<file path="src/rtl/rs_stream_aligner.sv">
// rs_stream_aligner: framing and alignment stage for the streaming RS decoder.
// Counts received symbols into N-symbol frames, buffers each symbol until its
// error value returns from the correction chain, then emits the corrected
// symbol with frame markers and status.
//
// Ports:
//   CLK, RESET        clock; asynchronous active-high reset
//   in_valid/in_sym   received symbol stream; in_ready = buffer not full
//   sym_idx           frame index of the next symbol to be accepted
//   frame_done        one-cycle pulse after the last symbol of a frame is accepted
//   err_valid/err_sym error value for the oldest buffered symbol (pops it)
//   err_fail          uncorrectable flag, qualified by err_valid
//   corr_en           1 = apply correction, 0 = pass raw symbol
//   clr_flags         synchronous clear of overflow/underflow
//   out_*             registered corrected symbol, sof/eof markers, fail status
//   fill              buffer occupancy
//   overflow          sticky: write attempted while full
//   underflow         sticky: error value presented while empty
module rs_stream_aligner #(
  parameter int unsigned SYM_W = 4,
  parameter int unsigned N     = 15,
  parameter int unsigned DEPTH = 32
) (
  input  logic                       CLK,
  input  logic                       RESET,
  input  logic                       in_valid,
  input  logic [SYM_W-1:0]           in_sym,
  output logic                       in_ready,
  output logic [$clog2(N)-1:0]       sym_idx,
  output logic                       frame_done,
  input  logic                       err_valid,
  input  logic [SYM_W-1:0]           err_sym,
  input  logic                       err_fail,
  input  logic                       corr_en,
  input  logic                       clr_flags,
  output logic                       out_valid,
  output logic [SYM_W-1:0]           out_sym,
  output logic                       out_sof,
  output logic                       out_eof,
  output logic                       out_fail,
  output logic [$clog2(DEPTH+1)-1:0] fill,
  output logic                       overflow,
  output logic                       underflow
);

  localparam int unsigned IDX_W  = $clog2(N);
  localparam int unsigned FILL_W = $clog2(DEPTH + 1);
  localparam int unsigned PTR_W  = (DEPTH > 1) ? $clog2(DEPTH) : 1;

  logic [SYM_W-1:0] mem [DEPTH];
  logic [PTR_W-1:0] wr_ptr;
  logic [PTR_W-1:0] rd_ptr;
  logic [IDX_W-1:0] out_idx;
  logic             wr_c;
  logic             rd_c;
  logic [SYM_W-1:0] head_c;
  logic [SYM_W-1:0] corr_c;

  // Pointer advance with wrap at DEPTH (DEPTH need not be a power of two).
  function automatic logic [PTR_W-1:0] ptr_inc(input logic [PTR_W-1:0] p);
    return (p == PTR_W'(DEPTH - 1)) ? '0 : p + PTR_W'(1);
  endfunction

  // Frame index advance with wrap at N.
  function automatic logic [IDX_W-1:0] idx_inc(input logic [IDX_W-1:0] i);
    return (i == IDX_W'(N - 1)) ? '0 : i + IDX_W'(1);
  endfunction

  // Readiness comes from registered fill only, so a same-cycle pop never
  // frees space for a write.
  assign in_ready = (fill != FILL_W'(DEPTH));
  assign wr_c     = in_valid && in_ready;
  assign rd_c     = err_valid && (fill != '0);
  assign head_c   = mem[rd_ptr];
  assign corr_c   = (corr_en && !err_fail) ? err_sym : '0;

  // Symbol storage; contents need no reset since pointers define validity.
  always_ff @(posedge CLK) begin
    if (wr_c) begin
      mem[wr_ptr] <= in_sym;
    end
  end

  // Input side: write pointer, frame index and frame-complete pulse.
  always_ff @(posedge CLK or posedge RESET) begin
    if (RESET) begin
      wr_ptr     <= '0;
      sym_idx    <= '0;
      frame_done <= 1'b0;
    end else begin
      frame_done <= wr_c && (sym_idx == IDX_W'(N - 1));
      if (wr_c) begin
        wr_ptr  <= ptr_inc(wr_ptr);
        sym_idx <= idx_inc(sym_idx);
      end
    end
  end

  // Output side: pop head, apply correction, tag frame position.
  always_ff @(posedge CLK or posedge RESET) begin
    if (RESET) begin
      rd_ptr    <= '0;
      out_idx   <= '0;
      out_valid <= 1'b0;
      out_sym   <= '0;
      out_sof   <= 1'b0;
      out_eof   <= 1'b0;
      out_fail  <= 1'b0;
    end else begin
      out_valid <= rd_c;
      if (rd_c) begin
        rd_ptr   <= ptr_inc(rd_ptr);
        out_idx  <= idx_inc(out_idx);
        out_sym  <= head_c ^ corr_c;
        out_fail <= err_fail;
        out_sof  <= (out_idx == '0);
        out_eof  <= (out_idx == IDX_W'(N - 1));
      end
    end
  end

  // Occupancy and sticky error flags; a new event beats a same-cycle clear.
  always_ff @(posedge CLK or posedge RESET) begin
    if (RESET) begin
      fill      <= '0;
      overflow  <= 1'b0;
      underflow <= 1'b0;
    end else begin
      case ({wr_c, rd_c})
        2'b10:   fill <= fill + FILL_W'(1);
        2'b01:   fill <= fill - FILL_W'(1);
        default: fill <= fill;
      endcase
      overflow  <= (in_valid && !in_ready) || (overflow && !clr_flags);
      underflow <= (err_valid && (fill == '0)) || (underflow && !clr_flags);
    end
  end

endmodule

</file>
<file path="config.mk">
export PLATFORM = sky130hd
export DESIGN_NAME = rs_stream_aligner
export DESIGN_NICKNAME = d
export VERILOG_FILES = /design/src/rtl/rs_stream_aligner.sv
export SDC_FILE = /design/constraint.sdc
export NUM_CORES = 1
export LEC_CHECK = 0
export CORE_MARGIN = 5
export CORE_UTILIZATION = 45
export DETAILED_ROUTE_END_ITERATION = 10
export GPL_ROUTABILITY_DRIVEN = 1
export GPL_TIMING_DRIVEN = 0
export PLACE_DENSITY_LB_ADDON = 0.05
export REMOVE_ABC_BUFFERS = 1
export SLEW_MARGIN = 0
export SYNTH_ARGS = -nofsm -noshare
export SYNTH_HDL_FRONTEND = slang
export SYNTH_SLANG_ARGS = --single-unit
</file>
<file path="constraint.sdc">
create_clock -name CLK -period 2.8 [get_ports CLK]
set_input_delay 0.56 -clock CLK [delete_from_list [all_inputs] [get_ports CLK]]
set_output_delay 0.56 -clock CLK [all_outputs]
set_load 0.1 [all_outputs]
</file>
Yosys cells after proc, flatten, opt, wreduce, memory -nomap -nowiden

Memories as Yosys holds them, arrays and structs flattened.
Index checks and enable logic that the tools add are counted.

Equal/unequal tests: 7
Divide/modulo/power cells: 0
Multipliers: 0
Magnitude comparators: 0
Reduce and logical (&&, ||, !) cells: 17
Bitwise logic cells: 1
Multiplexer cells: 8
Add/subtract/negate cells: 6
Shift operators: 0

Operator list:

| kind                                                               | number |
|---|---|
| 4-bit two-way mux                                                  | 3 |
| 6-bit one-hot mux with 2 select lines                              | 1 |
| 5-bit by 1-bit adder with 5-bit output, second input constant      | 2 |
| 5-bit == test, second input constant                               | 2 |
| 5-bit two-way mux                                                  | 2 |
| 4-bit by 1-bit adder with 4-bit output, second input constant      | 2 |
| 4-bit == test, second input constant                               | 2 |
| 1-bit logical AND                                                  | 8 |
| 6-bit by 1-bit adder with 6-bit output, second input constant      | 1 |
| 6-bit logical NOT                                                  | 1 |
| 6-bit inequality test, second input constant                       | 1 |
| 6-bit nonzero test                                                 | 1 |
| 6-bit by 1-bit subtractor with 6-bit output, second input constant | 1 |
| 4-bit logical NOT                                                  | 1 |
| 4-bit bitwise XOR                                                  | 1 |
| 1-bit logical NOT                                                  | 3 |
| 2-bit by 1-bit == test with 1-bit output, second input constant    | 1 |
| 2-bit == test, second input constant                               | 1 |
| 1-bit logical OR                                                   | 2 |
| 1-bit two-way mux                                                  | 2 |
| 2-bit nonzero test                                                 | 1 |

Memory bits (read-only): 0
Memories: 1
Output and inout port bits: 22
Memory bits (writable): 128
Bits in latches: 0
Flip-flop bits (word level): 35

Memory list:

| memory | words | bits a word | read ports | clocked after Yosys merged registers in | write ports | line | source |
|---|---|---|---|---|---|---|---|
| mem    | 32    | 4           | 1          | 0                                       | 1           | 50   | `logic [SYM_W-1:0] mem [DEPTH];` |

Depth between registers and ports, before layout

Depth in word-level cells: 4
Mapped depth: 14

Worst setup path after synthesis

No wires, ideal clock.

Kind: reg-to-reg
Start point: register fill[1]
End point: register fill[4]
Buffers on the path: 3
Arrival time: 3.405 ns
Slack: -0.770 ns
Required time: 2.635 ns
Stages on the path, launching flop included: 15
Path through: dfrtp_1 -> clkbuf_1 -> or3_1 -> o31ai_1 -> inv_1 -> buf_4 -> ha_1 -> clkbuf_1 -> xor2_1 -> ha_1 -> nand2_1 -> mux2i_1 -> a221oi_1 -> nor2_1 -> xor2_1

Word-level cells in the longest chain between the ends: 4
Elaborated cells between the ends (all ways): 10
Classes of those cells: 2 x add/sub; 3 x eq/ne; 1 x mux; 4 x reduce/logical

RTL lines:

| element                                                                            | line | source |
|---|---|---|
| start: declaration                                                                 | 41   | `output logic [$clog2(DEPTH+1)-1:0] fill,` |
| start signal: assignment                                                           | 130  | `2'b10: fill <= fill + FILL_W'(1);` |
| start signal: assignment                                                           | 131  | `2'b01: fill <= fill - FILL_W'(1);` |
| start signal: assignment                                                           | 132  | `default: fill <= fill;` |
| 6-bit nonzero test *                                                               | 73   | `assign rd_c = err_valid && (fill != '0);` |
| 1-bit logical AND *                                                                | 73   |  |
| via rd_c                                                                           | 55   | `logic rd_c;` |
| 2-bit by 1-bit == test with 1-bit output / 2-bit == test (equally long branches)   | 129  | `case ({wr_c, rd_c})` |
| 6-bit one-hot mux with 2 select lines / 2-bit nonzero test (equally long branches) | -    |  |

Mark *: on every way through the listed nets, which the timed path passes. The rest lies on a longest branch.
A chain may end at the register's enable or synchronous reset.

Worst setup path in the final report

Start point: register fill[3]
End point: output port fill[3]

No word-level cell between the ends.

==> results_dict.tcl <==
set metrics [dict create \
    wl_met3_um 506 \
    grt_pass1_wl_um 22470 \
    grt_use_total 0.1675 \
    path_class "reg -> out" \
    ant_nets 0 \
    multi_input_area_um2 2165 \
    htreeDepth 4 \
    wl_met1_um 6764 \
    drtIter0Drc 307 \
    layout.nets 512 \
    core_um2 15200 \
    path_cells "clkdlybuf4s50_1" \
    ctsHoldBuffers 0 \
    row_count 45 \
    critPathMaxFanout 9 \
    clockRootBuffer "clkbuf_16" \
    tns_ns 0 \
    synth_seq_cells 163 \
    viasPerCell 5.615 \
    yosysMostFrequentCell "edfxtp_1" \
    fin_cells 688 \
    finalCritPeriodShare 0.9679 \
    wire_per_inst_um 20.38 \
    hold_viol_final 0 \
    path_clk_slew_ns 0.07 \
    hpwlAfterDp_um 9255 \
    cts_tree "built" \
    register_area_um2 4725 \
    dieWidth_um 134.6 \
    synth_top_area_frac 0.5499 \
    critPathLaunchType "register" \
    stdcell_area_um2 8240 \
    worst-path-buf-inv 1 \
    ys_async_sr_fraction 0.2147 \
    num_antenna_cells 0 \
    fillerInstances 1234 \
    required_ns 2.24 \
    numCtsBuffers 17 \
    die_area_um2 18120 \
    io_buffers 36 \
    synth_area_um2 6989 \
    synth_cells 447 \
    post-route-min-period_ns 2.710 \
    critPathSlowestCell "clkdlybuf4s50_1" \
    cp-end-kind "output pin" \
    drv_cap 0 \
    hold_ws_ns 0.4797 \
    num_vias 3863 \
    p_leak_nw 2.860 \
    crit_family "buffers and inverters" \
    setup_viol 0 \
    placed_area_um2 7495 \
    synthTopCellsByCount "edfxtp_1, nor2_1, dfrtp_1, nand2_1, mux4_2" \
    antenna_found_initial 0 \
    initial_utilization 0.4598 \
    synth_top_area_cell "edfxtp_1" \
    synth_flop_cell "edfxtp_1" \
    clock.fmax_mhz 369.0 \
    critPathArrivalTime_ns 2.15 \
    drive_above_1_share 0.1660 \
    vdd.ir_drop.worst_mv 0.6456 \
    highest_layer "met4" \
    syn2layout_area_growth_pct 17.90 \
    gp_congestion 0.7480 \
    tightest_slew_ns 1.165 \
    worstHoldPathType "reg -> reg" \
    drc_errors 0 \
    grt_overflow 0 \
    synth_cell_type_count 48 \
    relSlewSlack 0.2210 \
    synth-edff-count 128 \
    io_pins 37 \
    routed_wl_um 14020 \
    cts.path.max_buffers 2 \
    power_mw 8.781 \
    yosysSeqAreaShare 0.6753 \
    yosysWarnings 0 \
    grt_max_degree 36 \
    clkSinkCount 163 \
    chipHeight_um 134.6 \
    wl_met2_um 6538 \
    slew_violations 0 \
    syn_area_per_cell_um2 15.64 \
    dp.cells 651 \
    clock_skew_ns 0.006259 \
    synth_area_leaders "edfxtp_1, dfrtp_1, mux4_2" \
    r2r_slack_ns 0.17 \
    grt_pass1_vias 3797 \
    drtPass1Iterations 4 \
    rsz0062_at_grt "no" \
    slowest_delay_ns 1.20 \
    power.density_nw_per_um2 1066 \
    insertion_delay_ns 0.42 \
    status "completed" \
]
[path summary, 6_finish.rpt]
check	start	end	cells past startpoint
worst max-delay path	fill[3]	fill[3]	1
worst min-delay path	out_sof	out_sof	2
worst max register to register	fill[1]	fill[4]	11
worst min register to register	out_sof	out_sof	2
max in group asynchronous	RESET	rd_ptr[1]	2
min in group asynchronous	RESET	fill[2]	2
[cell type report]
| class | count | share of cell area |
|---|---|---|
| well taps | 188 | 0.02855 |
| multi-input cells | 250 | 0.2627 |
| flip-flops and latches | 163 | 0.5733 |
| repair buffers | 43 | 0.05147 |
| inverters | 12 | 0.006225 |
| clock inverters | 13 | 0.02520 |
| clock buffers | 19 | 0.05254 |
[power by group]
group / leakage [nW] / total (mW) / internal, mW / switching [mW]
Combinational: 0.983 / 2.84 / 1.07 / 1.77
Sequential: 1.58 / 3.43 / 2.92 / 0.512
Clock: 0.301 / 2.51 / 1.58 / 0.932
[metrics by stage]
step	setup WS (ns)	util
global placement	-2.697	0.4908
floorplan	-1.843	-
global route	0.02233	0.5421
finish	0.08998	0.5421
CTS	0.03120	0.5391
detailed placement	-1.638	0.4930
[layer usage]
metal	up-vias	GRT usage
li1	1810	-
met1	1975	0.2474
met2	58	0.2479
met3	20	0.03689
met4	0	0.05600
met5	-	0
[layout by cell type, fill, tap and decap left out, types with 4 or more instances in the layout]
master             n
clkbuf_16         17
a21oi_1           10
mux2_2             4
clkdlybuf4s50_1   35
xor2_1             6
mux4_1            12
ha_1               9
a21o_1             5
nand3_1           18
dfrtp_2            4
dfrtp_1           31
mux4_2            22
bufinv_16          5
nand3b_1           4
nor2_1            44
inv_1              8
edfxtp_1         128
nand2_1           32
and3_1             4
o21ai_0           19
mux2i_1            5
nor2b_1            4
buf_4              6
[cells by family (layout without fill, tap and decap cells)]
| family | count (synthesis) | in the layout | synth area share |
|---|---|---|---|
| xor+xnor | 8 | 8 | 0.01003 |
| fa+ha+maj | 10 | 10 | 0.01790 |
| mux | 43 | 43 | 0.1296 |
| simple gates | 129 | 129 | 0.08790 |
| compound gates | 60 | 60 | 0.05514 |
| buf+inv | 34 | 87 | 0.02417 |
| flops | 163 | 163 | 0.6753 |
[registers in the layout, summed over array words and instances (netlist names)]
signal / flops
underflow: 1
overflow: 1
frame_done: 1
fill: 6
wr_ptr: 5
out_sof: 1
sym_idx: 4
out_idx: 4
out_valid: 1
out_sym: 4
rd_ptr: 5
out_fail: 1
mem: 128
out_eof: 1
[repair_timing]
action	CTS	global route
pin swaps	2	0
hold endpoints to repair	0	0
endpoints found under the setup margin	142	4
resized for setup	11	7
setup buffers	2	3
Power figures use the tool's default switching activity.
